===== src/rtl/expand_key_seq_if.sv =====
// SRAM word-pair port and feistel engine port between expand_key_seq (master) and its neighbours (slave).
interface expand_key_seq_if #(
  parameter int ADDR_W = 12
);
  logic [ADDR_W-1:0] mem_addr;
  logic              mem_rd;
  logic              mem_wr;
  logic [31:0]       mem_wdata_l;
  logic [31:0]       mem_wdata_r;
  logic [31:0]       mem_rdata_l;
  logic [31:0]       mem_rdata_r;
  logic              mem_grant_fs;
  logic              fs_start;
  logic [31:0]       fs_l;
  logic [31:0]       fs_r;
  logic              fs_done;
  logic [31:0]       fs_res_l;
  logic [31:0]       fs_res_r;

  // Handshakes: mem_rd/mem_wr are single-cycle commands the SRAM always accepts (no ready);
  // read data is valid exactly one cycle after mem_rd. fs_start is a one-cycle request;
  // fs_done is a one-cycle response whose fs_res_* are valid only in that cycle.
  modport master (
    output mem_addr, mem_rd, mem_wr, mem_wdata_l, mem_wdata_r, mem_grant_fs,
    output fs_start, fs_l, fs_r,
    input  mem_rdata_l, mem_rdata_r, fs_done, fs_res_l, fs_res_r
  );

  modport slave (
    input  mem_addr, mem_rd, mem_wr, mem_wdata_l, mem_wdata_r, mem_grant_fs,
    input  fs_start, fs_l, fs_r,
    output mem_rdata_l, mem_rdata_r, fs_done, fs_res_l, fs_res_r
  );
endinterface


===== src/rtl/expand_key_seq.sv =====
// Eksblowfish ExpandKey / ExpandKey0 sequencer: key XOR into P, then chained salted encrypts into P and S.
// Optional busy-cycle performance counter enabled by defining EXPANDKEY_PERF_CNT_EN.
module expand_key_seq #(
  parameter int P_WORDS   = 18,
  parameter int S_WORDS   = 1024,
  parameter int P_BASE    = 4000,
  parameter int S_BASE    = 0,
  parameter int ADDR_W    = 12,
  parameter int KEY_BYTES = 72,
  localparam int KW       = $clog2(KEY_BYTES)
) (
  input  logic                clk,
  input  logic                reset_l,
  input  logic                start,
  input  logic                zero_salt,
  input  logic [127:0]        salt,
  input  logic [KW:0]         key_len,
  output logic [KW-1:0]       key_addr,
  input  logic [7:0]          key_byte,
  expand_key_seq_if.master    bus,
  output logic                busy,
  output logic                done,
  output logic                err,
  output logic [31:0]         busy_cycles
);

  localparam int P_PAIRS = P_WORDS / 2;
  localparam int NB      = (P_WORDS + S_WORDS) / 2;
  localparam int BW      = $clog2(NB + 1);
  localparam int PW      = $clog2(P_PAIRS + 1);

  typedef enum logic [2:0] {
    IDLE, KFETCH, PRD, PWR, ENC_GO, ENC_WAIT, ENC_WB, DONE
  } state_t;

  state_t              state;
  logic [KW-1:0]       kidx;
  logic [2:0]          kcnt;
  logic [PW-1:0]       pair;
  logic [BW-1:0]       blk;
  logic [63:0]         acc;
  logic [31:0]         l_q, r_q;
  logic [127:0]        salt_q;
  logic [KW:0]         klen_q;

  logic                busy_q, done_q, err_q;
  logic                mem_rd_q, mem_wr_q, grant_q, fs_start_q;
  logic [ADDR_W-1:0]   mem_addr_q;
  logic [31:0]         wdata_l_q, wdata_r_q;
  logic [31:0]         fs_l_q, fs_r_q;

  // Blocks below P_PAIRS land in the P-array, the rest walk the S-boxes from S_BASE.
  function automatic logic [ADDR_W-1:0] blk_addr(input logic [BW-1:0] b);
    if (b < BW'(P_PAIRS))
      return ADDR_W'(P_BASE) + ADDR_W'({b, 1'b0});
    else
      return ADDR_W'(S_BASE) + ADDR_W'({b - BW'(P_PAIRS), 1'b0});
  endfunction

  // Even blocks mix the upper salt half, odd blocks the lower half; salt_q is zero for ExpandKey0.
  function automatic logic [63:0] salt_mix(input logic [31:0] l, input logic [31:0] r,
                                           input logic b_odd);
    if (b_odd)
      return {l ^ salt_q[63:32], r ^ salt_q[31:0]};
    else
      return {l ^ salt_q[127:96], r ^ salt_q[95:64]};
  endfunction

  always_ff @(posedge clk or negedge reset_l) begin
    if (!reset_l) begin
      state      <= IDLE;
      kidx       <= '0;
      kcnt       <= '0;
      pair       <= '0;
      blk        <= '0;
      acc        <= '0;
      l_q        <= '0;
      r_q        <= '0;
      salt_q     <= '0;
      klen_q     <= '0;
      busy_q     <= 1'b0;
      done_q     <= 1'b0;
      err_q      <= 1'b0;
      mem_rd_q   <= 1'b0;
      mem_wr_q   <= 1'b0;
      grant_q    <= 1'b0;
      fs_start_q <= 1'b0;
      mem_addr_q <= '0;
      wdata_l_q  <= '0;
      wdata_r_q  <= '0;
      fs_l_q     <= '0;
      fs_r_q     <= '0;
    end else begin
      // Strobes are asserted for exactly the state being entered.
      mem_rd_q   <= 1'b0;
      mem_wr_q   <= 1'b0;
      grant_q    <= 1'b0;
      fs_start_q <= 1'b0;
      done_q     <= 1'b0;
      case (state)
        IDLE: begin
          if (start) begin
            salt_q <= zero_salt ? '0 : salt;
            klen_q <= key_len;
            kidx   <= '0;
            kcnt   <= '0;
            pair   <= '0;
            blk    <= '0;
            acc    <= '0;
            busy_q <= 1'b1;
            if (key_len == '0 || key_len > (KW+1)'(KEY_BYTES)) begin
              state  <= DONE;
              done_q <= 1'b1;
              err_q  <= 1'b1;
            end else begin
              state  <= KFETCH;
              err_q  <= 1'b0;
            end
          end
        end
        KFETCH: begin
          acc <= {acc[55:0], key_byte};
          // The key index wraps cyclically and carries over into the next pair.
          if ({1'b0, kidx} == klen_q - (KW+1)'(1))
            kidx <= '0;
          else
            kidx <= kidx + KW'(1);
          kcnt <= kcnt + 3'd1;
          if (kcnt == 3'd7) begin
            state      <= PRD;
            mem_rd_q   <= 1'b1;
            mem_addr_q <= blk_addr(BW'(pair));
          end
        end
        PRD: begin
          state    <= PWR;
          mem_wr_q <= 1'b1;
        end
        PWR: begin
          if (pair != PW'(P_PAIRS - 1)) begin
            pair  <= pair + PW'(1);
            state <= KFETCH;
          end else begin
            l_q              <= '0;
            r_q              <= '0;
            {fs_l_q, fs_r_q} <= salt_mix(32'd0, 32'd0, 1'b0);
            fs_start_q       <= 1'b1;
            state            <= ENC_GO;
          end
        end
        ENC_GO: begin
          state   <= ENC_WAIT;
          grant_q <= 1'b1;
        end
        ENC_WAIT: begin
          if (bus.fs_done) begin
            l_q        <= bus.fs_res_l;
            r_q        <= bus.fs_res_r;
            wdata_l_q  <= bus.fs_res_l;
            wdata_r_q  <= bus.fs_res_r;
            mem_addr_q <= blk_addr(blk);
            mem_wr_q   <= 1'b1;
            state      <= ENC_WB;
          end else begin
            grant_q <= 1'b1;
          end
        end
        ENC_WB: begin
          if (blk == BW'(NB - 1)) begin
            state  <= DONE;
            done_q <= 1'b1;
          end else begin
            blk              <= blk + BW'(1);
            {fs_l_q, fs_r_q} <= salt_mix(l_q, r_q, ~blk[0]);
            fs_start_q       <= 1'b1;
            state            <= ENC_GO;
          end
        end
        DONE: begin
          state  <= IDLE;
          busy_q <= 1'b0;
        end
        default: begin
          state  <= IDLE;
          busy_q <= 1'b0;
        end
      endcase
    end
  end

  assign key_addr         = kidx;
  assign busy             = busy_q;
  assign done             = done_q;
  assign err              = err_q;
  assign bus.mem_addr     = mem_addr_q;
  assign bus.mem_rd       = mem_rd_q;
  assign bus.mem_wr       = mem_wr_q;
  assign bus.mem_grant_fs = grant_q;
  assign bus.fs_start     = fs_start_q;
  assign bus.fs_l         = fs_l_q;
  assign bus.fs_r         = fs_r_q;

  // The P-array update is read-modify-write: read data arrives in PWR and is XORed on its way out.
  assign bus.mem_wdata_l  = (state == PWR) ? (bus.mem_rdata_l ^ acc[63:32]) : wdata_l_q;
  assign bus.mem_wdata_r  = (state == PWR) ? (bus.mem_rdata_r ^ acc[31:0])  : wdata_r_q;

`ifdef EXPANDKEY_PERF_CNT_EN
  logic [31:0] perf_q;

  // The accepted start cycle counts as the first busy cycle of the run.
  always_ff @(posedge clk or negedge reset_l) begin
    if (!reset_l)
      perf_q <= '0;
    else if (state == IDLE && start)
      perf_q <= 32'd1;
    else if (busy_q && perf_q != 32'hFFFF_FFFF)
      perf_q <= perf_q + 32'd1;
  end

  assign busy_cycles = perf_q;
`else
  assign busy_cycles = '0;
`endif

endmodule


===== src/flat_wrapper.sv =====
// flat-port wrapper written by rule: the top's interface ports become plain ports
module expand_key_seq_flat 
#(
  parameter int P_WORDS   = 18,
  parameter int S_WORDS   = 1024,
  parameter int P_BASE    = 4000,
  parameter int S_BASE    = 0,
  parameter int ADDR_W    = 12,
  parameter int KEY_BYTES = 72,
  localparam int KW       = $clog2(KEY_BYTES)
)
  (clk, reset_l, start, zero_salt, salt, key_len, key_addr, key_byte, busy, done, err, busy_cycles, bus_mem_addr, bus_mem_rd, bus_mem_wr, bus_mem_wdata_l, bus_mem_wdata_r, bus_mem_grant_fs, bus_fs_start, bus_fs_l, bus_fs_r, bus_mem_rdata_l, bus_mem_rdata_r, bus_fs_done, bus_fs_res_l, bus_fs_res_r);
  expand_key_seq_if #(.ADDR_W(ADDR_W)) bus_i ();
  input  logic clk;
  input  logic reset_l;
  input  logic start;
  input  logic zero_salt;
  input  logic [127:0] salt;
  input  logic [KW:0] key_len;
  output logic [KW-1:0] key_addr;
  input  logic [7:0] key_byte;
  output logic busy;
  output logic done;
  output logic err;
  output logic [31:0] busy_cycles;
  output wire logic [$bits(bus_i.mem_addr)-1:0] bus_mem_addr;
  output wire logic [$bits(bus_i.mem_rd)-1:0] bus_mem_rd;
  output wire logic [$bits(bus_i.mem_wr)-1:0] bus_mem_wr;
  output wire logic [$bits(bus_i.mem_wdata_l)-1:0] bus_mem_wdata_l;
  output wire logic [$bits(bus_i.mem_wdata_r)-1:0] bus_mem_wdata_r;
  output wire logic [$bits(bus_i.mem_grant_fs)-1:0] bus_mem_grant_fs;
  output wire logic [$bits(bus_i.fs_start)-1:0] bus_fs_start;
  output wire logic [$bits(bus_i.fs_l)-1:0] bus_fs_l;
  output wire logic [$bits(bus_i.fs_r)-1:0] bus_fs_r;
  input wire logic [$bits(bus_i.mem_rdata_l)-1:0] bus_mem_rdata_l;
  input wire logic [$bits(bus_i.mem_rdata_r)-1:0] bus_mem_rdata_r;
  input wire logic [$bits(bus_i.fs_done)-1:0] bus_fs_done;
  input wire logic [$bits(bus_i.fs_res_l)-1:0] bus_fs_res_l;
  input wire logic [$bits(bus_i.fs_res_r)-1:0] bus_fs_res_r;
  assign bus_mem_addr = bus_i.mem_addr;
  assign bus_mem_rd = bus_i.mem_rd;
  assign bus_mem_wr = bus_i.mem_wr;
  assign bus_mem_wdata_l = bus_i.mem_wdata_l;
  assign bus_mem_wdata_r = bus_i.mem_wdata_r;
  assign bus_mem_grant_fs = bus_i.mem_grant_fs;
  assign bus_fs_start = bus_i.fs_start;
  assign bus_fs_l = bus_i.fs_l;
  assign bus_fs_r = bus_i.fs_r;
  assign bus_i.mem_rdata_l = bus_mem_rdata_l;
  assign bus_i.mem_rdata_r = bus_mem_rdata_r;
  assign bus_i.fs_done = bus_fs_done;
  assign bus_i.fs_res_l = bus_fs_res_l;
  assign bus_i.fs_res_r = bus_fs_res_r;
  expand_key_seq #(.P_WORDS(P_WORDS), .S_WORDS(S_WORDS), .P_BASE(P_BASE), .S_BASE(S_BASE), .ADDR_W(ADDR_W), .KEY_BYTES(KEY_BYTES)) u_core (.clk(clk), .reset_l(reset_l), .start(start), .zero_salt(zero_salt), .salt(salt), .key_len(key_len), .key_addr(key_addr), .key_byte(key_byte), .bus(bus_i), .busy(busy), .done(done), .err(err), .busy_cycles(busy_cycles));
endmodule

===== config.mk =====
export PLATFORM = sky130hd
export DESIGN_NAME = expand_key_seq_flat
export DESIGN_NICKNAME = d
export VERILOG_FILES = /design/src/rtl/expand_key_seq_if.sv /design/src/rtl/expand_key_seq.sv /design/src/flat_wrapper.sv
export SDC_FILE = /design/constraint.sdc
export NUM_CORES = 1
export LEC_CHECK = 0
export CAP_MARGIN = 20
export CORE_ASPECT_RATIO = 0.75
export CORE_MARGIN = 8
export CORE_UTILIZATION = 51
export CTS_CLUSTER_SIZE = 24
export DETAILED_ROUTE_END_ITERATION = 10
export GPL_ROUTABILITY_DRIVEN = 0
export PLACE_DENSITY_LB_ADDON = 0.15
export SYNTH_ARGS = -nofsm -noshare
export SYNTH_HDL_FRONTEND = slang
export SYNTH_SLANG_ARGS = --single-unit

===== constraint.sdc =====
create_clock -name clk -period 2.7 [get_ports clk]
set_input_delay 0.27 -clock clk [delete_from_list [all_inputs] [get_ports clk]]
set_output_delay 0.27 -clock clk [all_outputs]
set_load 0.03 [all_outputs]

# Yosys cells after proc, flatten, opt, wreduce, memory -nomap -nowiden

Index checks and enable logic that the tools add are counted.

Memory bits (writable): 0
Bits in read-only memories: 0
Word-level logic and storage cells: 132
Register bits: 438
Output and inout port bits: 186
Bits of input ports: 277
Latch bits: 0
Memories: 0

$add $sub $neg: 9
Reduce and logical (&&, ||, !) cells: 20
Multiplexer cells: 55
Multipliers: 0
Bitwise logic cells: 6
Divide/modulo/power cells: 0
Order comparisons: 3
Equal/unequal tests: 17
Shift-type cells: 0

Operator list:

| operator                 | number |
|---|---|
| $mux W32                 | 9 |
| $pmux W32 S2             | 4 |
| $xor A32 B32 Y32         | 6 |
| $mux W128                | 1 |
| $mux W64                 | 2 |
| $pmux W64 S2             | 1 |
| $mux W12                 | 4 |
| $pmux W12 S2             | 1 |
| $pmux W3 S8              | 1 |
| $mux W10                 | 2 |
| $pmux W10 S2             | 1 |
| $mux W3                  | 6 |
| $reduce_and A3 Y1        | 6 |
| $eq A3 B3 Y1 const B     | 5 |
| $mux W7                  | 2 |
| $pmux W7 S2              | 1 |
| $reduce_bool A2 Y1       | 7 |
| $add A12 B11 Y12 const A | 1 |
| $add A10 B1 Y10 const B  | 1 |
| $eq A10 B10 Y1 const B   | 1 |
| $lt A10 B4 Y1 const B    | 1 |
| $mux W1                  | 10 |
| $pmux W1 S2              | 5 |
| $sub A10 B4 Y10 const B  | 1 |
| 22 further kinds         | 31 |

# Longest topological paths before layout

Depth in word-level cells: 5
Mapped depth: 12
Mapped depth without buffers: 8

# Least setup slack after synthesis

No wires, ideal clock.

Path type: flip-flop to flip-flop
From: register u_core.klen_q[2]
To: register u_core.kidx[0] (netlist: u_core.key_addr[0])
Required time: 2575 ps
Period minus slack after synthesis: 2215 ps
Path slack: 485 ps
Arrival time: 2091 ps
Setup time: 125 ps
Path buffers: 1
Stages on the path, launching flop included: 7
Path through: dfrtp_1 or3_1 or3_4 a2111oi_4 a41oi_2 buf_6 mux2_2

Cells in the longest elaborated chain, start to end: 4

Ends and longest elaborated chain:

| what                   | RTL line              | text |
|---|---|---|
| start, declared        | expand_key_seq.sv:44  | `logic [KW:0] klen_q;` |
| start signal, assigned | expand_key_seq.sv:104 | `klen_q <= key_len;` |
| $sub A8 B1 Y8          | expand_key_seq.sv:124 | `if ({1'b0, kidx} == klen_q - (KW+1)'(1))` |
| $eq A7 B8 Y1           | expand_key_seq.sv:124 |  |
| $mux W7                | expand_key_seq.sv:124 |  |
| $pmux W7 S2            | expand_key_seq.sv:100 | `case (state)` |
| end signal, assigned   | expand_key_seq.sv:127 | `kidx <= kidx + KW'(1);` |
| end, declared          | expand_key_seq.sv:37  | `logic [KW-1:0] kidx;` |

No other way between the ends.
A chain may end at the register's enable or synchronous reset.

# Worst setup path after layout

From: register u_core.state[2]
To: output bus_mem_wdata_l[18]

Cells in the longest elaborated chain, start to end: 2

Ends and longest elaborated chain:

| what                   | RTL line              | text |
|---|---|---|
| start, declared        | expand_key_seq.sv:36  | `state_t state;` |
| start signal, assigned | expand_key_seq.sv:71  | `state <= IDLE;` |
| start signal, assigned | expand_key_seq.sv:112 | `state <= DONE;` |
| start signal, assigned | expand_key_seq.sv:116 | `state <= KFETCH;` |
| $eq A3 B2 Y1           | expand_key_seq.sv:204 | `assign bus.mem_wdata_l = (state == PWR) ? (bus.mem_rdata_l ^ acc[63:32]) : wdata_l_q;` |
| $mux W32               | expand_key_seq.sv:204 |  |
| end, declared          | flat_wrapper.sv:29    | `output wire logic [$bits(bus_i.mem_wdata_l)-1:0] bus_mem_wdata_l;` |

No other way between the ends.

==> flow_metrics.tcl <==
set metrics [dict create \
    status "complete, no violations" \
    dpl.hpwl_um 46600 \
    worstSetupEndpointType "output pin" \
    yosys_warnings 0 \
    peakVddDrop_v 0.000792 \
    antenna_found_initial 7 \
    synth_cell_types 50 \
    initial_core_util 0.517 \
    ios 463 \
    fillers 3143 \
    combPwrFrac 0.430 \
    synth-main-ff-cell "dfrtp_1" \
    critical_path_class "flip-flop to output pin" \
    via_per_inst 5.83 \
    core_area_um2 40700 \
    vias 17900 \
    die_y_um 192 \
    p_switching_mw 13.4 \
    wl_um 67300 \
    drc 0 \
    clk_pin_slew_ns 0.06 \
    syn_to_final_growth_pct 30.9 \
    rsz0062_at_grt "false" \
    fin_crit_sh 0.966 \
    cts_tree "yes" \
    min_path_type "input pin to flip-flop" \
    grt_use_total 0.271 \
    swShare 0.409 \
    yosysSeqAreaShare 0.520 \
    leakagePower_nw 12.6 \
    critPathBufInv 3 \
    drv_slew 0 \
    drt_pre_antenna_iters 5 \
    grt_pass1_wl_um 105000 \
    power_frac_seq 0.360 \
    portBuffers 429 \
    ys_seq_elements 437 \
    finalCriticalPeriod_ns 2.61 \
    tightest_slew_ns 0.991 \
    fmax_mhz 383 \
    intPower_mw 19.5 \
    cpMaxStageDelayCell "clkdlybuf4s50_1" \
    cts_buffer_depth 3 \
    grt-ovfl-total 0 \
    final_common_cell "nand2_1" \
    cts_setup_buffers 0 \
    cp.arrival_ns 2.34 \
    dieWidth_um 250 \
    grt_pass1_vias 18207 \
    cp-start-kind "flip-flop" \
    final_cell_mix "nand2_1 (505), dfrtp_1 (436), clkdlybuf4s50_1 (366)" \
    synth_area_um2 21000 \
    path_delay_family "buffers and inverters" \
    clock_latency_ns 0.55 \
    drv_cap 0 \
    powerDensity_nw_per_um2 1200 \
    cts_max_level 2 \
    worst_ep_required_time_ns 2.43 \
    slowest_delay_ns 0.70 \
    drt_iter0_drc 1607 \
    tns_ns 0 \
    crit_start "u_core.state[2]" \
    dieArea_um2 48000 \
    clockPowerShare 0.210 \
    cts.sinks 437 \
    crit_chain "inv_1 > nand3_4 > buf_12 > o21ai_0 > clkdlybuf4s50_1" \
    worstPathMaxFanout 50 \
    syn_avg_cell_area_um2 9.82 \
    fin_worst_skew_ns 0.0147 \
    whs_ns 0.275 \
    relSlewSlack 0.339 \
    rows 64 \
    finalSetupViolCount 0 \
    r2r-start "u_core.klen_q[2]" \
    synth_edf_count 0 \
    min_from "salt[53]" \
    ant_nets 0 \
    synth-async-reset-ratio 1.00 \
    hold_viol_final 0 \
    grt_max_degree 130 \
    nets 2788 \
    wl_per_cell_um 21.9 \
    numCtsBuffers 44 \
    layout-drive-gt1-share 0.0908 \
    cts_root_buf "clkbuf_16" \
    synth_cells 2140 \
]
[power groups by stage]
stage	combinational (mW)	sequential, mW	clock (mW)
after detailed placement	14.2	11.9	0
after global routing	15.3	12.2	7.30
after global placement	13.9	11.8	0
after floorplan	8.21	12.0	0
final	14.1	11.9	6.91
after CTS	14.3	11.8	7.00
[per-stage QoR]
step,setup WS [ns],utilization,instances,power [mW],cell area (um2)
2_1_floorplan,0.485,-,2172,20.3,21100
3_3_place_gp,0.369,0.635,2980,25.6,25800
3_5_place_dp,0.290,0.635,2980,26.1,25800
4_1_cts,0.0348,0.675,3062,33.1,27400
5_1_grt,0.00119,0.676,3066,34.8,27500
6_report,0.0922,0.676,3069,32.9,27500
[synthesized netlist by cell type (all sizes together), types with 27 or more instances]
cell | instances | area, um2
o221ai | 65 | 569
xor2 | 69 | 604
nand2 | 507 | 1900
a21oi | 27 | 135
mux2 | 66 | 743
xnor2 | 79 | 692
dfrtp | 437 | 10900
clkbuf | 127 | 480
buf | 56 | 370
nor2 | 41 | 154
a22o | 133 | 1160
nand3 | 79 | 395
nand3b | 129 | 968
o21ai | 215 | 1080
[worst min-delay path, stage by stage]
cell             delay, ns
clkdlybuf4s50_1       0.39
nand3b_1              0.07
nand2_1               0.05
[registers in the layout, summed over array words and instances, names as in the netlist, 3 cells and up]
signal               cells
u_core.r_q              32
u_core.bus.mem_addr     11
u_core.blk              10
u_core.salt_q          128
u_core.l_q              32
u_core.pair              4
u_core.klen_q            8
u_core.wdata_l_q        32
u_core.bus.fs_l         32
u_core.key_addr          7
u_core.wdata_r_q        32
u_core.acc              64
u_core.bus.fs_r         32
u_core.kcnt              3
u_core.state             3
[layer usage]
metal  wire (um)  up-vias  share of wire  global-route usage
met5          28        -        0.00042                   0
met4        2010        4          0.030              0.0901
met3        4950      125          0.074              0.0633
met2       32500      697           0.48               0.447
met1       27900     8950           0.41               0.354
li1            -     8124              -                   -
[final cells by class]
class | count | area [um2] | area share
clock inverter | 22 | 395 | 0.0144
sequential | 437 | 10900 | 0.398
clock buffer | 59 | 1230 | 0.0447
timing repair buffer | 464 | 4850 | 0.176
tap | 528 | 661 | 0.0240
inverter | 16 | 60.1 | 0.00218
multi-input combinational | 1536 | 9350 | 0.340
antenna | 7 | 17.5 | 0.000637
[path summary, 6_finish.rpt]
path / slack, ns / end / depth (start not counted)
max: 0.09 / bus_mem_wdata_l[18] / 5
min: 0.27 / u_core.salt_q[53] / 3
max reg2reg: 0.22 / u_core.key_addr[4] / 6
min reg2reg: 0.47 / u_core.err / 2
max in group asynchronous: 1.42 / u_core.bus.fs_l[3] / 3
min in group asynchronous: 0.32 / u_core.salt_q[20] / 2
[cells by family (layout without fill, tap and decap cells)]
kind of cell | Yosys count | count (layout) | synth area share
compound gates | 467 | 467 | 0.151
xor+xnor | 148 | 148 | 0.0617
fa+ha+maj | 12 | 12 | 0.00714
buf+inv | 199 | 561 | 0.0433
flops | 437 | 437 | 0.520
mux | 71 | 71 | 0.0377
other cells | 1 | 40 | 0.000178
simple gates | 805 | 805 | 0.178
[repair_timing]
action	CTS	global route
hold endpoints to repair	72	0
gates resized for setup	7	16
setup endpoints to repair	7	16
hold buffers	1	0
(Power assumes the default switching activity.)
